==> src/rtl/pipeline_hazard_ctrl.sv <==
// Hazard and sequencing controller for a 5-stage pipeline: forwarding selects,
// load-use bubbles, taken-branch IF/ID flushes and whole-pipe freeze on memory wait.
module pipeline_hazard_ctrl #(
  parameter int unsigned REG_W = 4,
  parameter int unsigned CNT_W = 16
) (
  input  logic             clk,
  input  logic             reset,
  input  logic [REG_W-1:0] id_rn,
  input  logic [REG_W-1:0] id_rm,
  input  logic [REG_W-1:0] id_rs,
  input  logic             id_use_rn,
  input  logic             id_use_rm,
  input  logic             id_use_rs,
  input  logic [REG_W-1:0] id_rd,
  input  logic             id_rf_e,
  input  logic             id_load,
  input  logic             id_br_taken,
  input  logic             mem_busy,
  output logic             enable_pc,
  output logic             enable_ifid,
  output logic             ifid_flush,
  output logic             S,
  output logic [1:0]       fwd_a,
  output logic [1:0]       fwd_b,
  output logic [1:0]       fwd_c,
  output logic [CNT_W-1:0] stall_cnt,
  output logic [CNT_W-1:0] flush_cnt
);

  typedef enum logic [0:0] {StRun, StFreeze} state_e;

  localparam logic [REG_W-1:0] PcReg = '1;

  state_e           state_q, state_d;
  logic [REG_W-1:0] ex_rd_q, mem_rd_q, wb_rd_q;
  logic             ex_rfe_q, mem_rfe_q, wb_rfe_q;
  logic             ex_ld_q;
  logic [CNT_W-1:0] stall_cnt_q, flush_cnt_q;
  logic             load_use, frozen;

  // Only the EX-stage load flag matters: one bubble moves the load to MEM where it forwards.
  function automatic logic [1:0] fwd_sel(input logic [REG_W-1:0] src, input logic use_src,
                                         input logic [REG_W-1:0] ex_rd, input logic ex_v,
                                         input logic [REG_W-1:0] mem_rd, input logic mem_v,
                                         input logic [REG_W-1:0] wb_rd, input logic wb_v);
    if (!use_src || src == PcReg) return 2'b00;
    if (ex_v && ex_rd == src)     return 2'b01;
    if (mem_v && mem_rd == src)   return 2'b10;
    if (wb_v && wb_rd == src)     return 2'b11;
    return 2'b00;
  endfunction

  function automatic logic lu_hit(input logic [REG_W-1:0] src, input logic use_src,
                                  input logic [REG_W-1:0] ex_rd, input logic ex_ldv);
    return use_src && (src != PcReg) && ex_ldv && (ex_rd == src);
  endfunction

  always_comb begin
    fwd_a = fwd_sel(id_rn, id_use_rn, ex_rd_q, ex_rfe_q, mem_rd_q, mem_rfe_q, wb_rd_q, wb_rfe_q);
    fwd_b = fwd_sel(id_rm, id_use_rm, ex_rd_q, ex_rfe_q, mem_rd_q, mem_rfe_q, wb_rd_q, wb_rfe_q);
    fwd_c = fwd_sel(id_rs, id_use_rs, ex_rd_q, ex_rfe_q, mem_rd_q, mem_rfe_q, wb_rd_q, wb_rfe_q);
    load_use = lu_hit(id_rn, id_use_rn, ex_rd_q, ex_ld_q & ex_rfe_q) |
               lu_hit(id_rm, id_use_rm, ex_rd_q, ex_ld_q & ex_rfe_q) |
               lu_hit(id_rs, id_use_rs, ex_rd_q, ex_ld_q & ex_rfe_q);
    // The cycle mem_busy rises already holds the pipe, not just the following ones.
    frozen  = (state_q == StFreeze) || mem_busy;
    state_d = mem_busy ? StFreeze : StRun;

    enable_pc   = 1'b0;
    enable_ifid = 1'b0;
    ifid_flush  = 1'b0;
    S           = 1'b1;
    if (!reset) begin
      S = 1'b1;
    end else if (frozen) begin
      S = 1'b0;
    end else if (!load_use) begin
      enable_pc   = 1'b1;
      enable_ifid = 1'b1;
      S           = 1'b0;
      ifid_flush  = id_br_taken;
    end
  end

  always_ff @(posedge clk or negedge reset) begin
    if (!reset) begin
      state_q     <= StRun;
      ex_rd_q     <= '0;
      mem_rd_q    <= '0;
      wb_rd_q     <= '0;
      ex_rfe_q    <= 1'b0;
      mem_rfe_q   <= 1'b0;
      wb_rfe_q    <= 1'b0;
      ex_ld_q     <= 1'b0;
      stall_cnt_q <= '0;
      flush_cnt_q <= '0;
    end else begin
      state_q <= state_d;
      if (!frozen) begin
        wb_rd_q   <= mem_rd_q;
        wb_rfe_q  <= mem_rfe_q;
        mem_rd_q  <= ex_rd_q;
        mem_rfe_q <= ex_rfe_q;
        ex_rd_q   <= id_rd;
        ex_rfe_q  <= S ? 1'b0 : id_rf_e;
        ex_ld_q   <= S ? 1'b0 : id_load;
        if (load_use && stall_cnt_q != '1) stall_cnt_q <= stall_cnt_q + CNT_W'(1);
        if (!load_use && id_br_taken && flush_cnt_q != '1) begin
          flush_cnt_q <= flush_cnt_q + CNT_W'(1);
        end
      end
    end
  end

  assign stall_cnt = stall_cnt_q;
  assign flush_cnt = flush_cnt_q;

endmodule

==> config.mk <==
export PLATFORM = sky130hd
export DESIGN_NAME = pipeline_hazard_ctrl
export DESIGN_NICKNAME = d
export VERILOG_FILES = /design/src/rtl/pipeline_hazard_ctrl.sv
export SDC_FILE = /design/constraint.sdc
export NUM_CORES = 1
export LEC_CHECK = 0
export BUFFER_PORTS_ARGS = -buffer_cell sky130_fd_sc_hd__clkbuf_2
export CAP_MARGIN = 5
export CORE_MARGIN = 2
export CORE_UTILIZATION = 45
export CTS_CLUSTER_DIAMETER = 30
export DETAILED_ROUTE_END_ITERATION = 10
export PLACE_DENSITY = 0.71
export SLEW_MARGIN = 25
export SYNTH_ARGS = -nofsm -noshare
export SYNTH_HDL_FRONTEND = slang
export SYNTH_SLANG_ARGS = --single-unit
export TNS_END_PERCENT = 30
==> constraint.sdc <==
create_clock -name clk -period 2.15 [get_ports clk]
set_input_delay 0.43 -clock clk [delete_from_list [all_inputs] [get_ports clk]]
set_output_delay 0.43 -clock clk [all_outputs]
set_load 0.005 [all_outputs]
==> results of run 1 <==
final cells by class:
class,count,area share [%]
multi-input cells,230,43.4
clock buffers,5,1.84
well taps,75,2.51
flip-flops and latches,49,33.0
repair buffers,112,18.9
clock inverters,1,0.134
inverters,2,0.201
per-layer routing:
metal	wire length, um	up-vias	global-route usage, %
met5	0	-	0
met4	76	0	4.47
met3	319	10	3.18
li1	-	1210	-
met1	3130	1182	27.0
met2	3230	71	32.9
worst max path at each step:
stage                                      start                        to  slack [ns]  cells past startpoint
final                     ex_rd_q[3]$_DFFE_PN0P_                 enable_pc       -0.20                      7
after floorplan           ex_rd_q[1]$_DFFE_PN0P_                 enable_pc        0.08                      7
after global routing      ex_rd_q[2]$_DFFE_PN0P_                 enable_pc       -0.30                      6
after detailed placement                id_rs[3]  flush_cnt[1]$_DFFE_PN0P_       -0.11                      9
after global placement                  id_rs[1]  flush_cnt[1]$_DFFE_PN0P_       -0.05                      9
after CTS                 ex_rd_q[0]$_DFFE_PN0P_                 enable_pc       -0.22                      6
synth_stat cells (all sizes together):
master,instances
nand2,63
dfrtp,49
xor2,35
xnor2,29
nand3,18
nand4,14
nor3,12
nor4,10
clkbuf,9
buf,8
nor2,8
and3,7
mux2,4
nor2b,4
or2,4
a211oi,3
a22oi,3
and2,3
o21ai,3
a22o,2
and4,2
ha,2
inv,2
a32o,1
nand3b,1
o41ai,1
or3,1
cell families after synthesis:
family / share of synthesized area [%]
multiplexers: 1.85
buffers and inverters: 3.57
flip-flops: 43.2
AND/OR/NAND/NOR: 26.8
XOR/XNOR: 19.8
adder cells (fa/ha/maj): 0.882
AO/OA/AOI/OAI: 3.84
state kept, by name (all words and copies together) (netlist names):
register / count
flush_cnt: 16
stall_cnt: 16
ex_rd_q: 4
mem_rd_q: 4
wb_rd_q: 4
ex_ld_q: 1
ex_rfe_q: 1
mem_rfe_q: 1
state_q: 1
wb_rfe_q: 1
metrics by stage:
stage / cell area, um^2 / hold WS [ns] / utilization, %
final: 3740 / 0.299 / 62.5
after global routing: 3740 / 0.278 / 62.5
after CTS: 3590 / 0.288 / 59.9
after detailed placement: 3420 / 0.283 / 57.1
after global placement: 3420 / 0.282 / 57.1
after floorplan: 2840 / 0.134 / -
what timing repair did:
item	CTS	global route
buffers inserted	8	8
endpoints found under the hold margin	3	0
gates resized for setup	14	25
endpoints found under the setup margin	16	36
pin swaps	10	23
hold buffers	1	0
where the power goes:
group          switching (W)  internal, W
combinational       0.000299     0.000303
clock               0.000280     0.000215
sequential          0.000132      0.00102
total               0.000712      0.00153
cell usage in the layout (no fill, tap or decap), drive strengths merged:
cell type,instances
a211oi,3
a22o,2
a22oi,3
a32o,1
and2,3
and3,7
and4,2
buf,50
clkbuf,66
clkinv,1
dfrtp,49
dlygate4sd3,1
ha,2
inv,2
mux2,4
nand2,63
nand3,18
nand3b,1
nand4,14
nor2,8
nor2b,4
nor3,12
nor4,10
o21ai,3
o41ai,1
or2,4
or3,1
xnor2,29
xor2,35
critical path: cells and delay by family, from the launching register on:
kind | cells | cell delay, ns
AOI/OAI and AO/OA | 1 | 0.26
xor gates and xnor gates | 1 | 0.16
buffers and inverters | 2 | 0.25
DFF | 1 | 0.45
and+or+nand+nor | 3 | 0.50
==> flow_summary.json, run 1 <==
{
  "outcome": "complete, but fails checks",
  "violations": "negative setup slack",
  "grt_first_pass_wirelength_um": 11300,
  "power_density_nw_per_um2": 600,
  "htreeDepth": 2,
  "cp_slowest_stage_delay_ns": 0.45,
  "antenna_found_initial": 0,
  "r2r-end": "flush_cnt[1]$_DFFE_PN0P_",
  "drive_gt1_share_pct": 40.1,
  "synth_cells": 298,
  "syn_nets": 325,
  "fmax_ghz": 0.426,
  "gp_congestion": 0.857,
  "root_buffer": "clkbuf_8",
  "crit_chain": "buf_4, xor2_2, nor4_2, a32o_2, nor3_2, and2_4, clkbuf_2",
  "max_cap_viol_count": 0,
  "core-area_um2": 5990,
  "die_y_um": 83.4,
  "routedWlPerCell_um": 14.2,
  "rsz0062_at_grt": "yes",
  "synth_largest_area_cell": "dfrtp_1",
  "grt_pass1_vias": 2382,
  "insertion_delay_ns": 0.29,
  "cts_buffers": 5,
  "numClockSinks": 49,
  "fin_crit_ns": 2.35,
  "fillers": 509,
  "multiInputGateArea_um2": 1630,
  "die_area_um2": 6950,
  "place_ws_ns": -0.113,
  "rr_worst_depth": 9,
  "regArea_um2": 1240,
  "rrSetupSlack_ns": 0.07,
  "avgViaCountPerCell": 5.22,
  "numPortBuffers": 66,
  "clk_pin_slew_ns": 0.08,
  "firstDrtPassIters": 4,
  "synth_seq_cells": 49,
  "globalRoute.totalOverflow": 0,
  "arrival_ns": 1.92,
  "layout_worst_path_cycle_share_pct": 109,
  "finalPower_w": 0.00225,
  "initial_core_util_pct": 47.3,
  "finalHoldViolCount": 0,
  "finalNonFillerCells": 474,
  "hold_path_class": "primary input to register",
  "grt_max_degree": 24,
  "totalWireLength_um": 6750,
  "cp-start-kind": "register",
  "tns_ns": -0.986,
  "hold_path.startpoint": "mem_busy",
  "slowest_stage": "dfrtp_2",
  "cts_tree": "done",
  "crit_fanout": 4,
  "worst_pin_slew_ns": 0.371,
  "synth.avg_cell_area_um2": 9.51,
  "num_rows": 28,
  "place_inst": 454,
  "pin_count": 67,
  "yosysSeqAreaShare_pct": 43.2,
  "worst_r2r_startpoint": "ex_rd_q[3]$_DFFE_PN0P_",
  "critPathKind": "register to output port",
  "synth.area.top_cells": "dfrtp_1 (43%), xor2_1 (11%), xnor2_1 (9.0%), nand2_1 (8.3%), nand3_1 (3.2%)",
  "n_antenna_cell": 0,
  "ys.warnings.count": 0,
  "routed-via-count": 2473,
  "setup_ws_ns": -0.199,
  "synth_cell_types": 38,
  "drt_iter0_drc": 111,
  "die_w_um": 83.4,
  "fin_worst_skew_ns": 0.00448,
  "clk_path_buf_depth": 2,
  "drv_slew": 0,
  "num-nets-final": 427,
  "syn_area_um2": 2840,
  "dp_hpwl_um": 4900,
  "drc": 0,
  "relSlewSlack_pct": 75.1,
  "endpoint_kind": "output port",
  "setup_viol_count_final": 10,
  "cp.required_ns": 1.72,
  "leakagePower_nw": 1.84,
  "grt_util_all_layers_pct": 19.7,
  "worst_ir_drop_vdd_v": 0.000367,
  "min_path_cells": 1,
  "postRouteAntennaNets": 0,
  "synth_top_area_share_pct": 43.2,
  "min_to": "state_q$_DFF_PN0_",
  "area_growth_pct": 32.0
}
Note: power is estimated with default switching activity, not from simulation.
==> run 2: changes to the inputs <==
PLACE_DENSITY = default   (was 0.71)
PLACE_DENSITY_LB_ADDON = 0.25   (was default)
==> flow_summary.json, run 2 (same netlist as run 1, synthesis figures left out) <==
{
  "cts_buffers": 5,
  "clk_path_buf_depth": 2,
  "n_antenna_cell": 0,
  "core-area_um2": 5990,
  "numPortBuffers": 66,
  "leakagePower_nw": 1.83,
  "final_cell_mix": "nand2_1 (63), clkbuf_2 (61), dfrtp_1 (38)",
  "min_to": "state_q$_DFF_PN0_",
  "drv_slew": 0,
  "cp-start-kind": "register",
  "fin_crit_ns": 2.34,
  "dp_hpwl_um": 4920,
  "timing.hold.ws_ns": 0.275,
  "totalWireLength_um": 6600,
  "num_rows": 28,
  "grt_max_degree": 24,
  "final_cell_area_um2": 3720,
  "die_y_um": 83.4,
  "regArea_um2": 1240,
  "fin_worst_skew_ns": 0.00807,
  "worst_ir_drop_vdd_v": 0.000327,
  "drive_gt1_share_pct": 39.9,
  "outcome": "complete, but fails checks",
  "power_density_nw_per_um2": 610,
  "finalNonFillerCells": 468,
  "min_path_cells": 1,
  "fmax_ghz": 0.427,
  "grt_util_all_layers_pct": 19.7,
  "finalHoldViolCount": 0,
  "die_area_um2": 6950,
  "grt_first_pass_wirelength_um": 11300,
  "hold_path.startpoint": "mem_busy",
  "setup_viol_count_final": 17,
  "die_w_um": 83.4,
  "rsz0062_at_grt": "yes",
  "avgViaCountPerCell": 5.14,
  "globalRoute.totalOverflow": 0,
  "rrSetupSlack_ns": -0.10,
  "final_common_cell": "nand2_1",
  "routedWlPerCell_um": 14.1,
  "cp.required_ns": 1.72,
  "root_buffer": "clkbuf_8",
  "worst_pin_slew_ns": 0.346,
  "area_growth_pct": 31.4,
  "multiInputGateArea_um2": 1660,
  "htreeDepth": 2,
  "placed_area_um2": 3400,
  "firstDrtPassIters": 4,
  "place_inst": 451,
  "fillers": 526,
  "numClockSinks": 49,
  "clk_pin_slew_ns": 0.09,
  "cts_tree": "done",
  "gp_congestion": 0.807,
  "antenna_found_initial": 0,
  "pin_count": 67,
  "rr_worst_depth": 8,
  "drt_iter0_drc": 96,
  "endpoint_kind": "output port",
  "routed-via-count": 2405,
  "critPathKind": "register to output port",
  "r2r-end": "flush_cnt[1]$_DFFE_PN0P_",
  "insertion_delay_ns": 0.30,
  "place_ws_ns": -0.0603,
  "max_cap_viol_count": 0,
  "initial_core_util_pct": 47.3,
  "arrival_ns": 1.91,
  "relSlewSlack_pct": 76.7,
  "postRouteAntennaNets": 0,
  "setup_ws_ns": -0.193,
  "grt_pass1_vias": 2370,
  "tns_ns": -1.18,
  "crit_fanout": 4,
  "hold_path_class": "primary input to register",
  "drc": 0,
  "violations": "negative setup slack",
  "layout_worst_path_cycle_share_pct": 109,
  "worst_r2r_startpoint": "ex_rd_q[1]$_DFFE_PN0P_",
  "num-nets-final": 419
}
-- run 2: cell count changes in the layout (fill, tap and decap cells not counted), sizes merged --
| cell | change |
|---|---|
| clkbuf | +1 |
| clkinv | +1 |
| buf | -8 |
-- run 2: what timing repair did --
| action | in CTS | in global routing |
|---|---|---|
| hold endpoints to repair | 6 | 0 |
| cloned | 0 | 0 |
| pin swaps | 9 | 13 |
| hold buffers | 1 | 0 |
| endpoints found under the setup margin | 11 | 30 |
| setup buffers | 5 | 5 |
| resized for setup | 15 | 25 |
-- run 2: stage by stage --
step | utilization, % | power, W
final | 62.2 | 0.00227
after global routing | 62.2 | 0.00241
after CTS | 59.8 | 0.00225
after detailed placement | 56.7 | 0.00165
after global placement | 56.7 | 0.00163
after floorplan | - | 0.00143
-- run 2: how the worst max path moves through the flow --
| stage | from | depth (start not counted) | to | slack [ns] |
|---|---|---|---|---|
| after floorplan | ex_rd_q[1]$_DFFE_PN0P_ | 7 | enable_pc | 0.08 |
| after global placement | id_rm[1] | 7 | enable_ifid | -0.04 |
| after detailed placement | id_rm[1] | 7 | enable_pc | -0.06 |
| after CTS | ex_rd_q[1]$_DFFE_PN0P_ | 6 | enable_pc | -0.21 |
| after global routing | ex_rd_q[0]$_DFFE_PN0P_ | 6 | ifid_flush | -0.29 |
| final | ex_rd_q[1]$_DFFE_PN0P_ | 6 | enable_pc | -0.19 |
-- run 2: layer usage --
| metal | part of all wire [%] | up-vias | GRT usage [%] | routed length [um] |
|---|---|---|---|---|
| met5 | 0 | - | 0 | 0 |
| met3 | 3.9 | 5 | 3.68 | 254 |
| met4 | 0.83 | 0 | 4.32 | 55 |
| met1 | 48 | 1150 | 28.0 | 3170 |
| met2 | 47 | 54 | 31.6 | 3110 |
| li1 | - | 1196 | - | - |
-- run 2: critical path, cell delays in order, from the launching register on --
cell      delay [ns]
dfrtp_2         0.46
xor2_1          0.16
nor4_2          0.38
and3_4          0.28
nor3_2          0.06
and2_4          0.17
clkbuf_2        0.10
-- run 2: cell type report --
cell class	count	share of cell area (%)
multi-input combinational	230	44.5
timing repair buffer	104	16.9
tap	75	2.52
clock buffer	6	2.22
inverter	2	0.202
sequential	49	33.3
clock inverter	2	0.369
-- run 2: power breakdown --
| part | total [W] | switching [W] | internal [W] |
|---|---|---|---|
| clock network | 0.000577 | 0.000315 | 0.000261 |
| registers | 0.00116 | 0.000147 | 0.00102 |
| logic | 0.000531 | 0.000271 | 0.000260 |
==> run 3: changes to the inputs <==
clock period = 2.05 ns   (was 2.15 ns; I/O delays follow)
==> flow_summary.json, run 3 (same netlist as run 1, synthesis figures left out) <==
{
  "arrival_ns": 1.94,
  "num-nets-final": 433,
  "final_cell_mix": "nand2_1 (63), clkbuf_2 (61), buf_4 (49)",
  "worst_ir_drop_vdd_v": 0.000308,
  "drc": 0,
  "pin_count": 67,
  "clk_path_buf_depth": 2,
  "gp_congestion": 0.858,
  "violations": "negative setup slack",
  "power_density_nw_per_um2": 630,
  "die_y_um": 83.4,
  "layout_worst_path_cycle_share_pct": 115,
  "drive_gt1_share_pct": 42.0,
  "cpLargestDelayFamily": "flip-flops",
  "min_path_cells": 1,
  "finalPower_w": 0.00242,
  "routedWlPerCell_um": 14.6,
  "worst_r2r_startpoint": "ex_rd_q[2]$_DFFE_PN0P_",
  "fillers": 509,
  "setup_ws_ns": -0.303,
  "fin_crit_ns": 2.35,
  "met2_wirelength_um": 3490,
  "critPathKind": "register to output port",
  "cp_slowest_stage_delay_ns": 0.48,
  "rr_worst_depth": 6,
  "num_rows": 28,
  "leakagePower_nw": 1.91,
  "final_cell_area_um2": 3840,
  "relSlewSlack_pct": 61.0,
  "avgViaCountPerCell": 5.23,
  "grt_max_degree": 21,
  "clk_pin_slew_ns": 0.09,
  "firstDrtPassIters": 5,
  "post-route-util_pct": 64.2,
  "rsz0062_at_grt": "yes",
  "cts_tree": "done",
  "cts_buffers": 5,
  "routedLengthMet1_um": 3190,
  "placed_area_um2": 3450,
  "crit_chain": "xor2_2, nor4_2, buf_4, a32o_2, nor3_4, and2_4, clkbuf_2",
  "crit_buf_inv": 2,
  "cp-start-kind": "register",
  "grt_first_pass_wirelength_um": 11600,
  "initial_core_util_pct": 47.3,
  "globalRoute.totalOverflow": 0,
  "r2r-end": "stall_cnt[1]$_DFFE_PN0P_",
  "fmax_ghz": 0.425,
  "grt_pass1_vias": 2487,
  "drv_slew": 0,
  "root_buffer": "clkbuf_8",
  "numClockSinks": 49,
  "antenna_found_initial": 0,
  "worst_pin_slew_ns": 0.578,
  "slowest_stage": "dfrtp_2",
  "area_growth_pct": 35.6,
  "grt_util_all_layers_pct": 20.3,
  "max_cap_viol_count": 0,
  "core-area_um2": 5990,
  "place_ws_ns": -0.166,
  "hold_path.startpoint": "mem_busy",
  "drt_iter0_drc": 107,
  "endpoint_kind": "output port",
  "dp_hpwl_um": 5060,
  "n_antenna_cell": 0,
  "min_to": "state_q$_DFF_PN0_",
  "numPortBuffers": 66,
  "outcome": "complete, but fails checks",
  "dr.max_layer_used": "met4",
  "die_area_um2": 6950,
  "postRouteAntennaNets": 0,
  "finalHoldViolCount": 0,
  "cp.required_ns": 1.64,
  "die_w_um": 83.4,
  "totalWireLength_um": 7050,
  "final_common_cell": "nand2_1",
  "fin_worst_skew_ns": 0.00676,
  "rrSetupSlack_ns": -0.07,
  "insertion_delay_ns": 0.31,
  "setup_viol_count_final": 20,
  "hold_path_class": "primary input to register",
  "htreeDepth": 2,
  "crit_fanout": 4,
  "wl_met3_um": 299,
  "routed-via-count": 2523
}
==> run 3: layer usage <==
layer	track usage [%]	vias to the layer above
met5	0	-
met4	6.26	0
met3	2.88	5
met2	32.7	61
met1	28.3	1233
li1	-	1224
==> run 3: metrics by stage <==
step	std cells	hold slack, ns	TNS [ns]
6_report	482	0.250	-2.18
5_1_grt	482	0.250	-6.26
4_1_cts	477	0.248	-2.04
3_5_place_dp	460	0.310	-2.98
3_3_place_gp	460	0.309	-1.80
2_1_floorplan	298	0.114	0
==> run 3: layout make-up <==
cell class | count | area, um^2 | area share [%]
Sequential cell | 49 | 1240 | 32.2
Clock inverter | 3 | 21.3 | 0.553
Multi-Input combinational cell | 230 | 1690 | 43.8
Timing Repair Buffer | 118 | 731 | 19.0
Clock buffer | 5 | 68.8 | 1.79
Inverter | 2 | 7.51 | 0.195
Tap cell | 75 | 93.8 | 2.44
==> run 3: repair_timing <==
action	CTS	global route
hold buffers	1	0
endpoints found under the setup margin	36	36
setup buffers	8	6
hold endpoints to repair	6	0
pin swaps	29	23
resized for setup	21	24
==> run 3: report_power, final <==
group	internal (W)	leakage (nW)	total, W	switching, W
Sequential	0.00107	0.636	0.00119	0.000128
Combinational	0.000314	1.23	0.000643	0.000330
Clock	0.000243	0.0445	0.000585	0.000343
Total	0.00162	1.91	0.00242	0.000800
==> run 3: how the worst max path moves through the flow <==
stage	start	end	slack (ns)	cells past startpoint
6_report	ex_rd_q[3]$_DFFE_PN0P_	enable_ifid	-0.30	7
5_1_grt	ex_rd_q[3]$_DFFE_PN0P_	ifid_flush	-0.40	6
4_1_cts	ex_rd_q[2]$_DFFE_PN0P_	ifid_flush	-0.32	6
3_5_place_dp	id_rs[2]	flush_cnt[4]$_DFFE_PN0P_	-0.17	10
3_3_place_gp	id_rn[1]	stall_cnt[9]$_DFFE_PN0P_	-0.1	7
2_1_floorplan	ex_rd_q[1]$_DFFE_PN0P_	enable_pc	0.005	7
==> run 3: worst reg2reg max path, cell delays in order (launching register included) <==
cell and delay, ns:
dfrtp_2 0.47, xor2_2 0.18, nor4_4 0.32, a32o_2 0.32
or2_1 0.27, nand2_1 0.15, mux2_4 0.31
